$ cat src/rtl/uart_pulse_cmd_parser.sv
// Assembles 9-byte pulse commands from uart_rx bytes, clamps the 16-bit fields, and
// presents them with a cmd_valid strobe, followed one cycle later by an ack byte for uart_tx.
module uart_pulse_cmd_parser #(
    parameter logic [7:0]  HEADER      = 8'h07,
    parameter int          FRAME_LEN   = 9,
    parameter logic [15:0] MIN_VAL     = 16'd4,
    parameter int          TIMEOUT_CYC = 104_167
) (
    input  logic        sys_clk,
    input  logic        sys_rst_n,
    input  logic [7:0]  rx_data,
    input  logic        rx_flag,
    output logic [1:0]  pulse_select,
    output logic [15:0] pulse_width1,
    output logic [15:0] pulse_width2,
    output logic [15:0] pulse_gap,
    output logic        cmd_valid,
    output logic [7:0]  ack_data,
    output logic        ack_flag,
    output logic        frame_err
);

    localparam int               CNT_W    = $clog2(FRAME_LEN);
    localparam int               TO_W     = $clog2(TIMEOUT_CYC + 1);
    localparam logic [CNT_W-1:0] LAST_IDX = CNT_W'(FRAME_LEN - 1);
    localparam logic [TO_W-1:0]  TO_LAST  = TO_W'(TIMEOUT_CYC - 1);
    localparam logic [15:0]      RST_VAL  = 16'd5;

    typedef enum logic [1:0] {IDLE, RECV, COMMIT} state_t;

    state_t           state_reg, state_next;
    logic [CNT_W-1:0] cnt_reg, cnt_next;
    logic [TO_W-1:0]  tcnt_reg, tcnt_next;
    logic             store_byte, load_cmd, timeout_hit;

    logic [1:0]  pulse_select_reg;
    logic [15:0] pulse_width1_reg, pulse_width2_reg, pulse_gap_reg;
    logic        cmd_valid_reg, ack_flag_reg, frame_err_reg;
    logic [7:0]  ack_data_reg;

    always_ff @(posedge sys_clk or negedge sys_rst_n) begin
        if (!sys_rst_n) begin
            state_reg <= IDLE;
            cnt_reg   <= '0;
            tcnt_reg  <= '0;
        end else begin
            state_reg <= state_next;
            cnt_reg   <= cnt_next;
            tcnt_reg  <= tcnt_next;
        end
    end

    // COMMIT behaves like IDLE for incoming bytes so a header arriving there is not lost.
    always_comb begin
        state_next  = state_reg;
        cnt_next    = cnt_reg;
        tcnt_next   = tcnt_reg;
        store_byte  = 1'b0;
        load_cmd    = 1'b0;
        timeout_hit = 1'b0;
        case (state_reg)
            RECV: begin
                if (rx_flag) begin
                    tcnt_next = '0;
                    cnt_next  = cnt_reg + 1'b1;
                    if (cnt_reg == LAST_IDX) begin
                        state_next = COMMIT;
                        load_cmd   = 1'b1;
                        cnt_next   = '0;
                    end else begin
                        store_byte = 1'b1;
                    end
                end else if (tcnt_reg == TO_LAST) begin
                    state_next  = IDLE;
                    timeout_hit = 1'b1;
                    tcnt_next   = '0;
                    cnt_next    = '0;
                end else begin
                    tcnt_next = tcnt_reg + 1'b1;
                end
            end
            default: begin
                state_next = IDLE;
                cnt_next   = '0;
                tcnt_next  = '0;
                if (rx_flag && rx_data == HEADER) begin
                    state_next = RECV;
                    cnt_next   = CNT_W'(1);
                end
            end
        endcase
    end

    // Payload bytes 1..FRAME_LEN-2; the final byte is taken straight from rx_data on commit.
    genvar gi;
    generate
        for (gi = 1; gi <= FRAME_LEN - 2; gi++) begin : g_shadow
            logic [7:0] byte_reg;
            always_ff @(posedge sys_clk or negedge sys_rst_n) begin
                if (!sys_rst_n)
                    byte_reg <= '0;
                else if (store_byte && cnt_reg == CNT_W'(gi))
                    byte_reg <= rx_data;
            end
        end
    endgenerate

    function automatic logic [15:0] clamp(input logic [15:0] v);
        return (v < MIN_VAL) ? MIN_VAL : v;
    endfunction

    logic [15:0] w1_raw, w2_raw, gap_raw;
    logic [1:0]  sel_raw;
    assign w1_raw  = {g_shadow[3].byte_reg, g_shadow[4].byte_reg};
    assign w2_raw  = {g_shadow[5].byte_reg, g_shadow[6].byte_reg};
    assign gap_raw = {g_shadow[7].byte_reg, rx_data};
    assign sel_raw = {g_shadow[2].byte_reg == 8'h01, g_shadow[1].byte_reg == 8'h01};

    // Outputs load on the edge that takes the last byte, so they are valid alongside cmd_valid.
    always_ff @(posedge sys_clk or negedge sys_rst_n) begin
        if (!sys_rst_n) begin
            pulse_select_reg <= '0;
            pulse_width1_reg <= RST_VAL;
            pulse_width2_reg <= RST_VAL;
            pulse_gap_reg    <= RST_VAL;
            cmd_valid_reg    <= 1'b0;
            ack_flag_reg     <= 1'b0;
            ack_data_reg     <= '0;
            frame_err_reg    <= 1'b0;
        end else begin
            cmd_valid_reg <= load_cmd;
            ack_flag_reg  <= cmd_valid_reg;
            frame_err_reg <= timeout_hit;
            if (load_cmd) begin
                pulse_select_reg <= sel_raw;
                pulse_width1_reg <= clamp(w1_raw);
                pulse_width2_reg <= clamp(w2_raw);
                pulse_gap_reg    <= clamp(gap_raw);
            end
            if (cmd_valid_reg)
                ack_data_reg <= {6'b0, pulse_select_reg};
        end
    end

    assign pulse_select = pulse_select_reg;
    assign pulse_width1 = pulse_width1_reg;
    assign pulse_width2 = pulse_width2_reg;
    assign pulse_gap    = pulse_gap_reg;
    assign cmd_valid    = cmd_valid_reg;
    assign ack_data     = ack_data_reg;
    assign ack_flag     = ack_flag_reg;
    assign frame_err    = frame_err_reg;

endmodule

$ cat config.mk
export PLATFORM = sky130hd
export DESIGN_NAME = uart_pulse_cmd_parser
export DESIGN_NICKNAME = d
export VERILOG_FILES = /design/src/rtl/uart_pulse_cmd_parser.sv
export SDC_FILE = /design/constraint.sdc
export NUM_CORES = 1
export LEC_CHECK = 0
export CORE_AREA = 2 2 139 141
export CTS_BUF_LIST = sky130_fd_sc_hd__clkbuf_4
export DETAILED_ROUTE_END_ITERATION = 6
export DIE_AREA = 0 0 141 143
export GPL_ROUTABILITY_DRIVEN = 1
export PLACE_DENSITY = 0.53
export SYNTH_ARGS = -nofsm -noshare
export SYNTH_HDL_FRONTEND = slang
export SYNTH_SLANG_ARGS = --single-unit
$ cat constraint.sdc
create_clock -name sys_clk -period 3.9 [get_ports sys_clk]
set_input_delay 0.78 -clock sys_clk [delete_from_list [all_inputs] [get_ports sys_clk]]
set_output_delay 0.78 -clock sys_clk [all_outputs]
set_load 0.02 [all_outputs]
==> results of run 1 <==
==> synth_stat cells, types with 2 or more instances <==
library cell / n / share of area
sky130_fd_sc_hd__inv_1: 13 / 0.0089
sky130_fd_sc_hd__nand3b_1: 2 / 0.0027
sky130_fd_sc_hd__mux2_1: 2 / 0.0041
sky130_fd_sc_hd__xnor2_1: 13 / 0.021
sky130_fd_sc_hd__dfrtp_1: 128 / 0.58
sky130_fd_sc_hd__clkbuf_1: 7 / 0.0048
sky130_fd_sc_hd__nor3_1: 10 / 0.0091
sky130_fd_sc_hd__buf_1: 4 / 0.0027
sky130_fd_sc_hd__a22o_1: 6 / 0.0096
sky130_fd_sc_hd__nand3_1: 8 / 0.0073
sky130_fd_sc_hd__nand2_2: 4 / 0.0046
sky130_fd_sc_hd__ha_1: 6 / 0.014
sky130_fd_sc_hd__nor4b_1: 3 / 0.0048
sky130_fd_sc_hd__nor4_1: 12 / 0.014
sky130_fd_sc_hd__and3b_1: 2 / 0.0032
sky130_fd_sc_hd__dfstp_2: 6 / 0.029
sky130_fd_sc_hd__or4_1: 4 / 0.0055
sky130_fd_sc_hd__buf_4: 6 / 0.0082
sky130_fd_sc_hd__mux2_2: 54 / 0.11
sky130_fd_sc_hd__nor2_1: 26 / 0.018
sky130_fd_sc_hd__nand2_1: 130 / 0.089
sky130_fd_sc_hd__nand4_1: 4 / 0.0046
sky130_fd_sc_hd__a31oi_1: 3 / 0.0034
sky130_fd_sc_hd__mux2i_1: 3 / 0.0055
sky130_fd_sc_hd__buf_2: 3 / 0.0027
sky130_fd_sc_hd__a21oi_1: 5 / 0.0046
sky130_fd_sc_hd__nand4_2: 2 / 0.0046
sky130_fd_sc_hd__o21ai_0: 4 / 0.0036
==> power breakdown <==
part           switching (mW)  leakage [nW]  internal [mW]
Combinational          0.0704          1.27         0.0254
Clock                   0.496         0.158          0.499
Sequential            0.00588          1.84           1.40
==> stage by stage <==
| stage | power, mW | area [um^2] | worst slack (ns) | cells |
|---|---|---|---|---|
| CTS | 2.539 | 6723 | 1.349 | 804 |
| global placement | 1.527 | 6409 | 1.049 | 772 |
| finish | 2.495 | 6723 | 1.414 | 804 |
| global route | 2.607 | 6723 | 1.340 | 804 |
| floorplan | 1.469 | 5517 | 1.975 | 489 |
| detailed placement | 1.530 | 6409 | 1.019 | 772 |
==> kinds of logic after synthesis <==
| family | after synthesis | synth area share |
|---|---|---|
| compound gates | 21 | 0.02526 |
| buf+inv | 34 | 0.02799 |
| simple gates | 215 | 0.1787 |
| xor+xnor | 14 | 0.02230 |
| other cells | 1 | 0.0006821 |
| flops | 134 | 0.6113 |
| mux | 59 | 0.1202 |
| fa+ha+maj | 6 | 0.01365 |
==> path summary, 6_finish.rpt <==
kind                                               end  cells after the start  slack (ns)                startpoint
setup / recovery                          pulse_gap[0]                      1        1.41  pulse_gap[0]$_DFFE_PN1P_
setup reg to reg           pulse_width1[1]$_DFFE_PN0P_                      7        1.73    cnt_reg[0]$_DFFE_PN0P_
hold reg to reg                     ack_flag$_DFF_PN0_                      0        0.48       cmd_valid$_DFF_PN0_
min in group sys_clk                ack_flag$_DFF_PN0_                      0        0.48       cmd_valid$_DFF_PN0_
hold / removal                     frame_err$_DFF_PN0_                      1        0.23                 sys_rst_n
max in group asynchronous  pulse_width2[2]$_DFFE_PN1P_                      2        2.84                 sys_rst_n
==> routing by layer <==
layer	global-route usage	share of wire
met5	0	0
met4	0.04368	0.016
met3	0.03924	0.043
met2	0.2198	0.50
met1	0.1567	0.45
==> worst register-to-register path, stage by stage (launching register included) <==
cell and delay [ns]:
sky130_fd_sc_hd__dfrtp_1 0.41, sky130_fd_sc_hd__inv_1 0.11, sky130_fd_sc_hd__ha_1 0.25, sky130_fd_sc_hd__and3b_1 0.22, sky130_fd_sc_hd__nand2_2 0.22, sky130_fd_sc_hd__buf_4 0.44, sky130_fd_sc_hd__a31oi_1 0.20, sky130_fd_sc_hd__a22o_1 0.23
==> area by class of cell <==
cell class	instances	area (um^2)	area share
sequential	134	3361	0.4999
multi-input combinational	321	2008	0.2987
timing repair buffer	69	694.4	0.1033
tap	234	292.8	0.04355
clock inverter	15	186.4	0.02773
clock buffer	17	127.6	0.01898
inverter	14	52.55	0.007817
==> impl_metrics.xml, run 1 <==
<?xml version="1.0" encoding="UTF-8"?>
<metrics>
  <group name="yosys">
    <metric name="asyncSetResetFlopFracSynth" unit="">1.000</metric>
    <metric name="synth_seq_area_share" unit="">0.6113</metric>
    <metric name="synth.lib_cells_used.distinct" unit="">42</metric>
    <metric name="postSynthCellCount" unit="">484</metric>
    <metric name="yosysWarnings" unit="">0</metric>
    <metric name="cell_area_after_technology_mapping" unit="um^2">5498</metric>
    <metric name="ys_seq_elements" unit="">134</metric>
    <metric name="synth_area_per_cell" unit="um^2">11.36</metric>
    <metric name="synth_enable_flop_cells" unit="">0</metric>
    <metric name="synth_top_flop_cell" unit="">sky130_fd_sc_hd__dfrtp_1</metric>
  </group>
  <group name="route">
    <metric name="detail_route.wl_per_cell" unit="um">15.24</metric>
    <metric name="drt_pass1_iterations" unit="">4</metric>
    <metric name="via_count" unit="">3714</metric>
    <metric name="drt-initial-drc-count" unit="">190</metric>
    <metric name="post_drt_via_cell_ratio" unit="">4.619</metric>
    <metric name="postRouteWirelength" unit="mm">12.25</metric>
    <metric name="drt.antenna.violating_nets" unit="">0</metric>
    <metric name="drc_errors" unit="">0</metric>
  </group>
  <group name="clocking">
    <metric name="cts.htree.levels" unit="">4</metric>
    <metric name="postCtsResizedCells" unit="">0</metric>
    <metric name="cts_tree" unit="">yes</metric>
    <metric name="cts-hold-fix-buffers" unit="">0</metric>
    <metric name="tritoncts_buffer_count" unit="">17</metric>
    <metric name="post_cts_buffers" unit="">0</metric>
    <metric name="numClockSinks" unit="">134</metric>
    <metric name="clock_path_buffers" unit="">2</metric>
    <metric name="worstSkewPairLatency" unit="ns">0.55</metric>
    <metric name="root_cell_of_the_clock_tree" unit="">sky130_fd_sc_hd__clkbuf_4</metric>
    <metric name="path_clk_slew" unit="ns">0.12</metric>
  </group>
  <group name="global_route">
    <metric name="via_count_of_the_first_global_routing_pass" unit="">3761</metric>
    <metric name="global_route_usage_sum" unit="">0.1291</metric>
    <metric name="grt_pass1_wl" unit="mm">20.07</metric>
    <metric name="gr-total-overflow" unit="">0</metric>
    <metric name="grt_start_max_net_pins" unit="">72</metric>
    <metric name="grt_antenna_before_repair" unit="">0</metric>
  </group>
  <group name="sta">
    <metric name="total_neg_setup_slack" unit="ns">0</metric>
    <metric name="final-hold-violation-count" unit="">0</metric>
    <metric name="maxSlewHeadroom" unit="">0.3438</metric>
    <metric name="grt_setup_unrepaired" unit="">false</metric>
    <metric name="final.period_utilization" unit="">0.6374</metric>
    <metric name="fin_skew" unit="ns">0.01726</metric>
    <metric name="maxSlewViolCount" unit="">0</metric>
    <metric name="finalSetupViolations" unit="">0</metric>
    <metric name="timing.hold.ws" unit="ns">0.2302</metric>
    <metric name="period_needed" unit="ns">2.486</metric>
    <metric name="max_freq" unit="MHz">402.3</metric>
    <metric name="worst-slew-pin-transition" unit="ns">0.9843</metric>
  </group>
  <group name="status">
    <metric name="run_status" unit="">complete, no violations</metric>
  </group>
  <group name="finish">
    <metric name="final_core_utilization" unit="">0.3618</metric>
    <metric name="drive_gt1_frac" unit="">0.1895</metric>
    <metric name="layout.cells.most_common" unit="">sky130_fd_sc_hd__nand2_1</metric>
    <metric name="nNetsFinal" unit="">574</metric>
    <metric name="num-fill-cells" unit="">1844</metric>
    <metric name="antenna_cells_inserted" unit="">0</metric>
    <metric name="largest_reg_flops" unit="">56</metric>
    <metric name="layout_common_cells" unit="">sky130_fd_sc_hd__nand2_1, sky130_fd_sc_hd__dfrtp_1, sky130_fd_sc_hd__clkdlybuf4s50_1</metric>
    <metric name="flow.area_growth_from_synthesis" unit="%">22.28</metric>
  </group>
  <group name="floorplanning">
    <metric name="die_area" unit="um^2">20160</metric>
    <metric name="initial_utilization" unit="">0.2959</metric>
    <metric name="core_region_area" unit="um^2">18580</metric>
    <metric name="std_cell_rows" unit="">50</metric>
    <metric name="pin_count" unit="">72</metric>
    <metric name="die_y" unit="um">143</metric>
    <metric name="dieWidth" unit="um">141</metric>
  </group>
  <group name="hold_path">
    <metric name="worstHoldPathType" unit="">primary input to async pin</metric>
  </group>
  <group name="run">
    <metric name="max_cap_viol_count" unit="">0</metric>
  </group>
  <group name="critical_path">
    <metric name="criticalPathCategory" unit="">register to output port</metric>
    <metric name="setup.worst_path.start_class" unit="">register</metric>
    <metric name="timing.critical_path.required" unit="ns">3.12</metric>
    <metric name="worst_setup_path_end_kind" unit="">output port</metric>
    <metric name="cp_slowest_stage_delay" unit="ns">0.60</metric>
    <metric name="worst_path_dominant_cell_family" unit="">buffers and inverters</metric>
    <metric name="critPathSlowestCell" unit="">sky130_fd_sc_hd__clkdlybuf4s50_1</metric>
    <metric name="crit_fanout" unit="">2</metric>
    <metric name="cp_cell_sequence" unit="">clkdlybuf4s50_1</metric>
    <metric name="worst-path-buf-inv" unit="">1</metric>
    <metric name="worstPathArrival" unit="ns">1.71</metric>
  </group>
  <group name="power_and_ir_drop">
    <metric name="ir_drop" unit="mV">0.1592</metric>
    <metric name="pwr_density_cell" unit="nW/um^2">371.1</metric>
    <metric name="standby_leakage_power" unit="nW">3.267</metric>
  </group>
  <group name="placed_design">
    <metric name="port_buffers" unit="">65</metric>
    <metric name="dp_hpwl" unit="mm">8.256</metric>
    <metric name="finalWeightedCongestion" unit="">0.7477</metric>
  </group>
</metrics>
(Power assumes the default switching activity.)
==> run 2: changes to the inputs <==
clock period = 2.5 ns   (was 3.9 ns; I/O delays follow)
==> impl_metrics.xml, run 2 (synthesized netlist as in run 1, its figures left out) <==
<?xml version="1.0" encoding="UTF-8"?>
<metrics>
  <group name="critical_path">
    <metric name="path_depth" unit="">1</metric>
    <metric name="timing.critical_path.required" unit="ns">2.00</metric>
    <metric name="worst_path_dominant_cell_family" unit="">buffers and inverters</metric>
    <metric name="crit_fanout" unit="">2</metric>
    <metric name="worst_r2r_startpoint" unit="">cnt_reg[0]$_DFFE_PN0P_</metric>
    <metric name="worst_setup_path_end_kind" unit="">output port</metric>
    <metric name="worst-path-buf-inv" unit="">1</metric>
    <metric name="cp_cell_sequence" unit="">clkdlybuf4s50_1</metric>
    <metric name="r2r_setup_slack" unit="ns">0.52</metric>
    <metric name="r2r_cells" unit="">6</metric>
    <metric name="worst_r2r_endpoint" unit="">pulse_gap[1]$_DFFE_PN0P_</metric>
    <metric name="critPathSlowestCell" unit="">sky130_fd_sc_hd__clkdlybuf4s50_1</metric>
    <metric name="worstPathArrival" unit="ns">1.68</metric>
    <metric name="setup.worst_path.start_class" unit="">register</metric>
    <metric name="cp_slowest_stage_delay" unit="ns">0.60</metric>
    <metric name="criticalPathCategory" unit="">register to output port</metric>
  </group>
  <group name="clocking">
    <metric name="post_cts_buffers" unit="">0</metric>
    <metric name="path_clk_slew" unit="ns">0.10</metric>
    <metric name="tritoncts_buffer_count" unit="">17</metric>
    <metric name="cts.htree.levels" unit="">4</metric>
    <metric name="cts_tree" unit="">yes</metric>
    <metric name="numClockSinks" unit="">134</metric>
    <metric name="worstSkewPairLatency" unit="ns">0.54</metric>
    <metric name="clock_path_buffers" unit="">2</metric>
    <metric name="root_cell_of_the_clock_tree" unit="">sky130_fd_sc_hd__clkbuf_4</metric>
  </group>
  <group name="global_route">
    <metric name="grt_antenna_before_repair" unit="">0</metric>
    <metric name="gr-total-overflow" unit="">0</metric>
    <metric name="global_route_usage_sum" unit="">0.1336</metric>
    <metric name="via_count_of_the_first_global_routing_pass" unit="">4001</metric>
    <metric name="grt_pass1_wl" unit="mm">20.86</metric>
    <metric name="grt_start_max_net_pins" unit="">63</metric>
  </group>
  <group name="route">
    <metric name="detail_route.wl_per_cell" unit="um">15.18</metric>
    <metric name="postRouteWirelength" unit="mm">12.39</metric>
    <metric name="post_drt_via_cell_ratio" unit="">4.598</metric>
    <metric name="drt-initial-drc-count" unit="">139</metric>
    <metric name="drc_errors" unit="">0</metric>
    <metric name="via_count" unit="">3752</metric>
    <metric name="drt_pass1_iterations" unit="">4</metric>
    <metric name="drt.antenna.violating_nets" unit="">0</metric>
  </group>
  <group name="sta">
    <metric name="maxSlewHeadroom" unit="">0.6166</metric>
    <metric name="fin_skew" unit="ns">0.03060</metric>
    <metric name="final.period_utilization" unit="">0.8710</metric>
    <metric name="grt_setup_unrepaired" unit="">false</metric>
    <metric name="finalWorstSetupSlack" unit="ns">0.3225</metric>
    <metric name="total_neg_setup_slack" unit="ns">0</metric>
    <metric name="final-hold-violation-count" unit="">0</metric>
    <metric name="maxSlewViolCount" unit="">0</metric>
    <metric name="finalSetupViolations" unit="">0</metric>
    <metric name="period_needed" unit="ns">2.178</metric>
    <metric name="worst-slew-pin-transition" unit="ns">0.5712</metric>
    <metric name="max_freq" unit="MHz">459.2</metric>
  </group>
  <group name="finish">
    <metric name="nNetsFinal" unit="">587</metric>
    <metric name="layout.cells.most_common" unit="">sky130_fd_sc_hd__nand2_1</metric>
    <metric name="layout_common_cells" unit="">sky130_fd_sc_hd__nand2_1, sky130_fd_sc_hd__dfrtp_1, sky130_fd_sc_hd__clkdlybuf4s50_1</metric>
    <metric name="largest_reg_flops" unit="">56</metric>
    <metric name="antenna_cells_inserted" unit="">0</metric>
    <metric name="flow.area_growth_from_synthesis" unit="%">22.83</metric>
    <metric name="num-fill-cells" unit="">1828</metric>
    <metric name="drive_gt1_frac" unit="">0.2027</metric>
  </group>
  <group name="power_and_ir_drop">
    <metric name="ir_drop" unit="mV">0.2483</metric>
    <metric name="pwr_density_cell" unit="nW/um^2">535.5</metric>
    <metric name="standby_leakage_power" unit="nW">3.313</metric>
  </group>
  <group name="floorplanning">
    <metric name="std_cell_rows" unit="">50</metric>
    <metric name="initial_utilization" unit="">0.2959</metric>
    <metric name="die_y" unit="um">143</metric>
    <metric name="dieWidth" unit="um">141</metric>
    <metric name="die_area" unit="um^2">20160</metric>
    <metric name="core_region_area" unit="um^2">18580</metric>
    <metric name="pin_count" unit="">72</metric>
  </group>
  <group name="placed_design">
    <metric name="finalWeightedCongestion" unit="">0.7546</metric>
    <metric name="worst_slack_placed" unit="ns">0.06720</metric>
    <metric name="port_buffers" unit="">65</metric>
    <metric name="dp_hpwl" unit="mm">8.749</metric>
  </group>
  <group name="hold_path">
    <metric name="worstHoldStart" unit="">cmd_valid$_DFF_PN0_</metric>
    <metric name="worstHoldPathType" unit="">register to register</metric>
    <metric name="hold-path-endpoint" unit="">ack_flag$_DFF_PN0_</metric>
    <metric name="cell_depth_of_the_worst_min_delay_path" unit="">0</metric>
  </group>
  <group name="run">
    <metric name="max_cap_viol_count" unit="">0</metric>
  </group>
  <group name="status">
    <metric name="run_status" unit="">complete, no violations</metric>
  </group>
</metrics>
## run 2: cell types whose count changed in the layout (fill, tap and decap cells not counted)
cell                            delta
sky130_fd_sc_hd__clkinv_2          +1
sky130_fd_sc_hd__bufinv_16         -3
sky130_fd_sc_hd__clkinvlp_4        -4
sky130_fd_sc_hd__buf_12            +1
sky130_fd_sc_hd__o21ai_1           +1
sky130_fd_sc_hd__dlygate4sd3_1     +1
sky130_fd_sc_hd__o21ai_2           -1
sky130_fd_sc_hd__buf_4            +11
sky130_fd_sc_hd__clkbuf_4          +6
sky130_fd_sc_hd__clkinv_4          -1
## run 2: how the worst max path moves through the flow
stage,from,to
final,pulse_gap[0]$_DFFE_PN1P_,pulse_gap[0]
after global routing,pulse_width1[2]$_DFFE_PN1P_,pulse_width1[2]
after CTS,pulse_gap[2]$_DFFE_PN1P_,pulse_gap[2]
after detailed placement,rx_flag,g_shadow[7].byte_reg[2]$_DFFE_PN0P_
after global placement,rx_flag,g_shadow[5].byte_reg[2]$_DFFE_PN0P_
after floorplan,cnt_reg[0]$_DFFE_PN0P_,pulse_gap[14]$_DFFE_PN0P_
## run 2: per-stage QoR
| stage | util | instances | area (um^2) | total power [mW] | hold WS [ns] |
|---|---|---|---|---|---|
| after floorplan | - | 489 | 5517 | 2.292 | 0.2044 |
| after global placement | 0.3502 | 784 | 6507 | 2.394 | 0.4531 |
| after detailed placement | 0.3502 | 784 | 6507 | 2.398 | 0.4614 |
| after CTS | 0.3634 | 816 | 6753 | 3.687 | 0.4827 |
| after global routing | 0.3634 | 816 | 6753 | 3.789 | 0.5084 |
| final | 0.3634 | 816 | 6753 | 3.616 | 0.4707 |
## run 2: where the power goes
part	internal (mW)	switching (mW)	leakage [nW]
clock network	0.540	0.724	0.143
logic	0.0511	0.112	1.33
registers	2.18	0.00931	1.84
total	2.77	0.845	3.31
## run 2: cell type report
| cell class | instances | area, um^2 | share of cell area |
|---|---|---|---|
| multi-input combinational | 321 | 2004 | 0.2968 |
| inverter | 14 | 52.55 | 0.007782 |
| sequential | 134 | 3361 | 0.4977 |
| tap | 234 | 292.8 | 0.04336 |
| clock inverter | 8 | 62.56 | 0.009264 |
| clock buffer | 23 | 172.7 | 0.02557 |
| timing repair buffer | 82 | 807.0 | 0.1195 |
## run 2: repair_timing
item,4_1_cts,5_1_grt
endpoints found under the setup margin,0,0
hold buffers,1,0
resized for setup,0,0
hold endpoints to repair,60,0
## run 2: worst register-to-register path: cells and delay by family (launching register included)
kind | cells | cell delay (ns)
simple gates | 2 | 0.45
buf+inv | 1 | 0.14
compound gates | 2 | 0.65
flops | 1 | 0.44
fa+ha+maj | 1 | 0.23
## run 2: metal layers
metal	wire length, um	global-route usage	up-vias	part of all wire
li1	-	-	1798	-
met1	5671	0.1648	1880	0.46
met2	5994	0.2205	60	0.48
met3	532	0.04158	14	0.043
met4	192	0.05105	0	0.015
met5	0	0	-	0
==> run 3: changes to the inputs <==
SETUP_SLACK_MARGIN = 0.5   (was unset)
==> impl_metrics.xml, run 3 (synthesized netlist as in run 1, its figures left out) <==
<?xml version="1.0" encoding="UTF-8"?>
<metrics>
  <group name="clocking">
    <metric name="cts_tree" unit="">yes</metric>
    <metric name="worstSkewPairLatency" unit="ns">0.54</metric>
    <metric name="clock_path_buffers" unit="">2</metric>
    <metric name="cts.htree.levels" unit="">4</metric>
    <metric name="path_clk_slew" unit="ns">0.10</metric>
    <metric name="post_cts_buffers" unit="">0</metric>
    <metric name="numClockSinks" unit="">134</metric>
    <metric name="root_cell_of_the_clock_tree" unit="">sky130_fd_sc_hd__clkbuf_4</metric>
    <metric name="tritoncts_buffer_count" unit="">17</metric>
  </group>
  <group name="route">
    <metric name="via_count" unit="">3762</metric>
    <metric name="post_drt_via_cell_ratio" unit="">4.605</metric>
    <metric name="route.met3.wl" unit="um">549</metric>
    <metric name="detail_route.wl_per_cell" unit="um">15.54</metric>
    <metric name="met1Wirelength" unit="mm">5.812</metric>
    <metric name="postRouteWirelength" unit="mm">12.69</metric>
    <metric name="drt.antenna.violating_nets" unit="">0</metric>
    <metric name="wire_length_on_met2" unit="mm">6.130</metric>
    <metric name="drt-initial-drc-count" unit="">148</metric>
    <metric name="highest_signal_layer" unit="">met4</metric>
    <metric name="drc_errors" unit="">0</metric>
    <metric name="drt_pass1_iterations" unit="">4</metric>
  </group>
  <group name="hold_path">
    <metric name="worstHoldPathType" unit="">register to register</metric>
    <metric name="cell_depth_of_the_worst_min_delay_path" unit="">0</metric>
    <metric name="hold-path-endpoint" unit="">ack_flag$_DFF_PN0_</metric>
    <metric name="worstHoldStart" unit="">cmd_valid$_DFF_PN0_</metric>
  </group>
  <group name="finish">
    <metric name="flow.area_growth_from_synthesis" unit="%">22.19</metric>
    <metric name="layout.cells.most_common" unit="">sky130_fd_sc_hd__nand2_1</metric>
    <metric name="largest_reg_flops" unit="">56</metric>
    <metric name="num-fill-cells" unit="">1840</metric>
    <metric name="drive_gt1_frac" unit="">0.2058</metric>
    <metric name="nNetsFinal" unit="">588</metric>
    <metric name="layout_common_cells" unit="">sky130_fd_sc_hd__nand2_1, sky130_fd_sc_hd__dfrtp_1, sky130_fd_sc_hd__dlygate4sd2_1</metric>
    <metric name="final_core_utilization" unit="">0.3615</metric>
    <metric name="antenna_cells_inserted" unit="">0</metric>
  </group>
  <group name="sta">
    <metric name="total_neg_setup_slack" unit="ns">0</metric>
    <metric name="final.period_utilization" unit="">0.7631</metric>
    <metric name="grt_setup_unrepaired" unit="">true</metric>
    <metric name="finalWorstSetupSlack" unit="ns">0.5924</metric>
    <metric name="final-hold-violation-count" unit="">0</metric>
    <metric name="finalSetupViolations" unit="">0</metric>
    <metric name="worst-slew-pin-transition" unit="ns">0.5808</metric>
    <metric name="maxSlewViolCount" unit="">0</metric>
    <metric name="maxSlewHeadroom" unit="">0.6128</metric>
    <metric name="period_needed" unit="ns">1.908</metric>
    <metric name="fin_skew" unit="ns">0.02813</metric>
    <metric name="max_freq" unit="MHz">524.2</metric>
  </group>
  <group name="floorplanning">
    <metric name="die_area" unit="um^2">20160</metric>
    <metric name="initial_utilization" unit="">0.2959</metric>
    <metric name="dieWidth" unit="um">141</metric>
    <metric name="pin_count" unit="">72</metric>
    <metric name="die_y" unit="um">143</metric>
    <metric name="std_cell_rows" unit="">50</metric>
    <metric name="core_region_area" unit="um^2">18580</metric>
  </group>
  <group name="critical_path">
    <metric name="r2r_cells" unit="">6</metric>
    <metric name="worst_r2r_endpoint" unit="">pulse_gap[1]$_DFFE_PN0P_</metric>
    <metric name="worstPathArrival" unit="ns">1.41</metric>
    <metric name="setup.worst_path.start_class" unit="">register</metric>
    <metric name="critPathSlowestCell" unit="">sky130_fd_sc_hd__dfstp_2</metric>
    <metric name="crit_fanout" unit="">2</metric>
    <metric name="worst_r2r_startpoint" unit="">cnt_reg[0]$_DFFE_PN0P_</metric>
    <metric name="worst_setup_path_end_kind" unit="">output port</metric>
    <metric name="timing.critical_path.required" unit="ns">2.00</metric>
    <metric name="cp_cell_sequence" unit="">dlygate4sd2_1</metric>
    <metric name="worst_path_dominant_cell_family" unit="">flip-flops</metric>
    <metric name="cp_slowest_stage_delay" unit="ns">0.56</metric>
    <metric name="worst-path-buf-inv" unit="">1</metric>
    <metric name="criticalPathCategory" unit="">register to output port</metric>
    <metric name="r2r_setup_slack" unit="ns">0.61</metric>
  </group>
  <group name="run">
    <metric name="max_cap_viol_count" unit="">0</metric>
  </group>
  <group name="power_and_ir_drop">
    <metric name="ir_drop" unit="mV">0.2482</metric>
    <metric name="standby_leakage_power" unit="nW">3.607</metric>
    <metric name="pwr_density_cell" unit="nW/um^2">538.4</metric>
    <metric name="p_total" unit="mW">3.617</metric>
  </group>
  <group name="placed_design">
    <metric name="finalWeightedCongestion" unit="">0.7546</metric>
    <metric name="port_buffers" unit="">65</metric>
    <metric name="worst_slack_placed" unit="ns">0.06720</metric>
    <metric name="dp_hpwl" unit="mm">8.749</metric>
  </group>
  <group name="global_route">
    <metric name="gr-total-overflow" unit="">0</metric>
    <metric name="via_count_of_the_first_global_routing_pass" unit="">4008</metric>
    <metric name="global_route_usage_sum" unit="">0.1342</metric>
    <metric name="grt_start_max_net_pins" unit="">63</metric>
    <metric name="grt_pass1_wl" unit="mm">20.94</metric>
    <metric name="grt_antenna_before_repair" unit="">0</metric>
  </group>
  <group name="status">
    <metric name="run_status" unit="">complete, no violations</metric>
  </group>
</metrics>
## run 3: cell types whose count changed in the layout (fill, tap and decap cells not counted), sizes merged
cell and change:
clkbuf +1, clkdlybuf4s50 -55, dlygate4sd2 +55
## run 3: area by class of cell
type	count	area [um^2]	share of cell area
flip-flops and latches	134	3361	0.5003
multi-input cells	321	2013	0.2997
repair buffers	83	763.2	0.1136
well taps	234	292.8	0.04358
clock buffers	23	172.7	0.02570
clock inverters	8	62.56	0.009313
inverters	14	52.55	0.007823
## run 3: metal layers
metal | vias up | global-route usage
li1 | 1801 | -
met1 | 1877 | 0.1657
met2 | 72 | 0.2221
met3 | 12 | 0.04125
met4 | 0 | 0.05105
met5 | - | 0
## run 3: per-stage QoR
| step | area, um^2 | cells | hold WS, ns |
|---|---|---|---|
| 2_1_floorplan | 5517 | 489 | 0.2044 |
| 3_3_place_gp | 6507 | 784 | 0.4531 |
| 3_5_place_dp | 6507 | 784 | 0.4614 |
| 4_1_cts | 6684 | 816 | 0.4796 |
| 5_1_grt | 6718 | 817 | 0.5052 |
| 6_report | 6718 | 817 | 0.4661 |
## run 3: power breakdown
group | switching, mW | total, mW | internal (mW)
registers | 0.00931 | 2.19 | 2.18
logic | 0.112 | 0.164 | 0.0515
clock network | 0.724 | 1.26 | 0.540
total | 0.846 | 3.62 | 2.77
## run 3: worst max-delay path by stage
stage,start,end,slack [ns],cells past startpoint
3_3_place_gp,rx_flag,g_shadow[5].byte_reg[2]$_DFFE_PN0P_,0.08,5
6_report,pulse_gap[0]$_DFFE_PN1P_,pulse_gap[0],0.59,1
5_1_grt,rx_flag,g_shadow[5].byte_reg[2]$_DFFE_PN0P_,0.49,5
4_1_cts,pulse_gap[2]$_DFFE_PN1P_,pulse_gap[2],0.52,1
3_5_place_dp,rx_flag,g_shadow[7].byte_reg[2]$_DFFE_PN0P_,0.07,5
2_1_floorplan,cnt_reg[0]$_DFFE_PN0P_,pulse_gap[14]$_DFFE_PN0P_,0.79,8
## run 3: what timing repair did
| item | 4_1_cts | 5_1_grt |
|---|---|---|
| setup endpoints to repair | 55 | 34 |
| hold endpoints to repair | 60 | 0 |
| gates resized for setup | 55 | 2 |
| pin swaps | 0 | 0 |
| gates cloned | 0 | 1 |
| hold buffers | 1 | 0 |
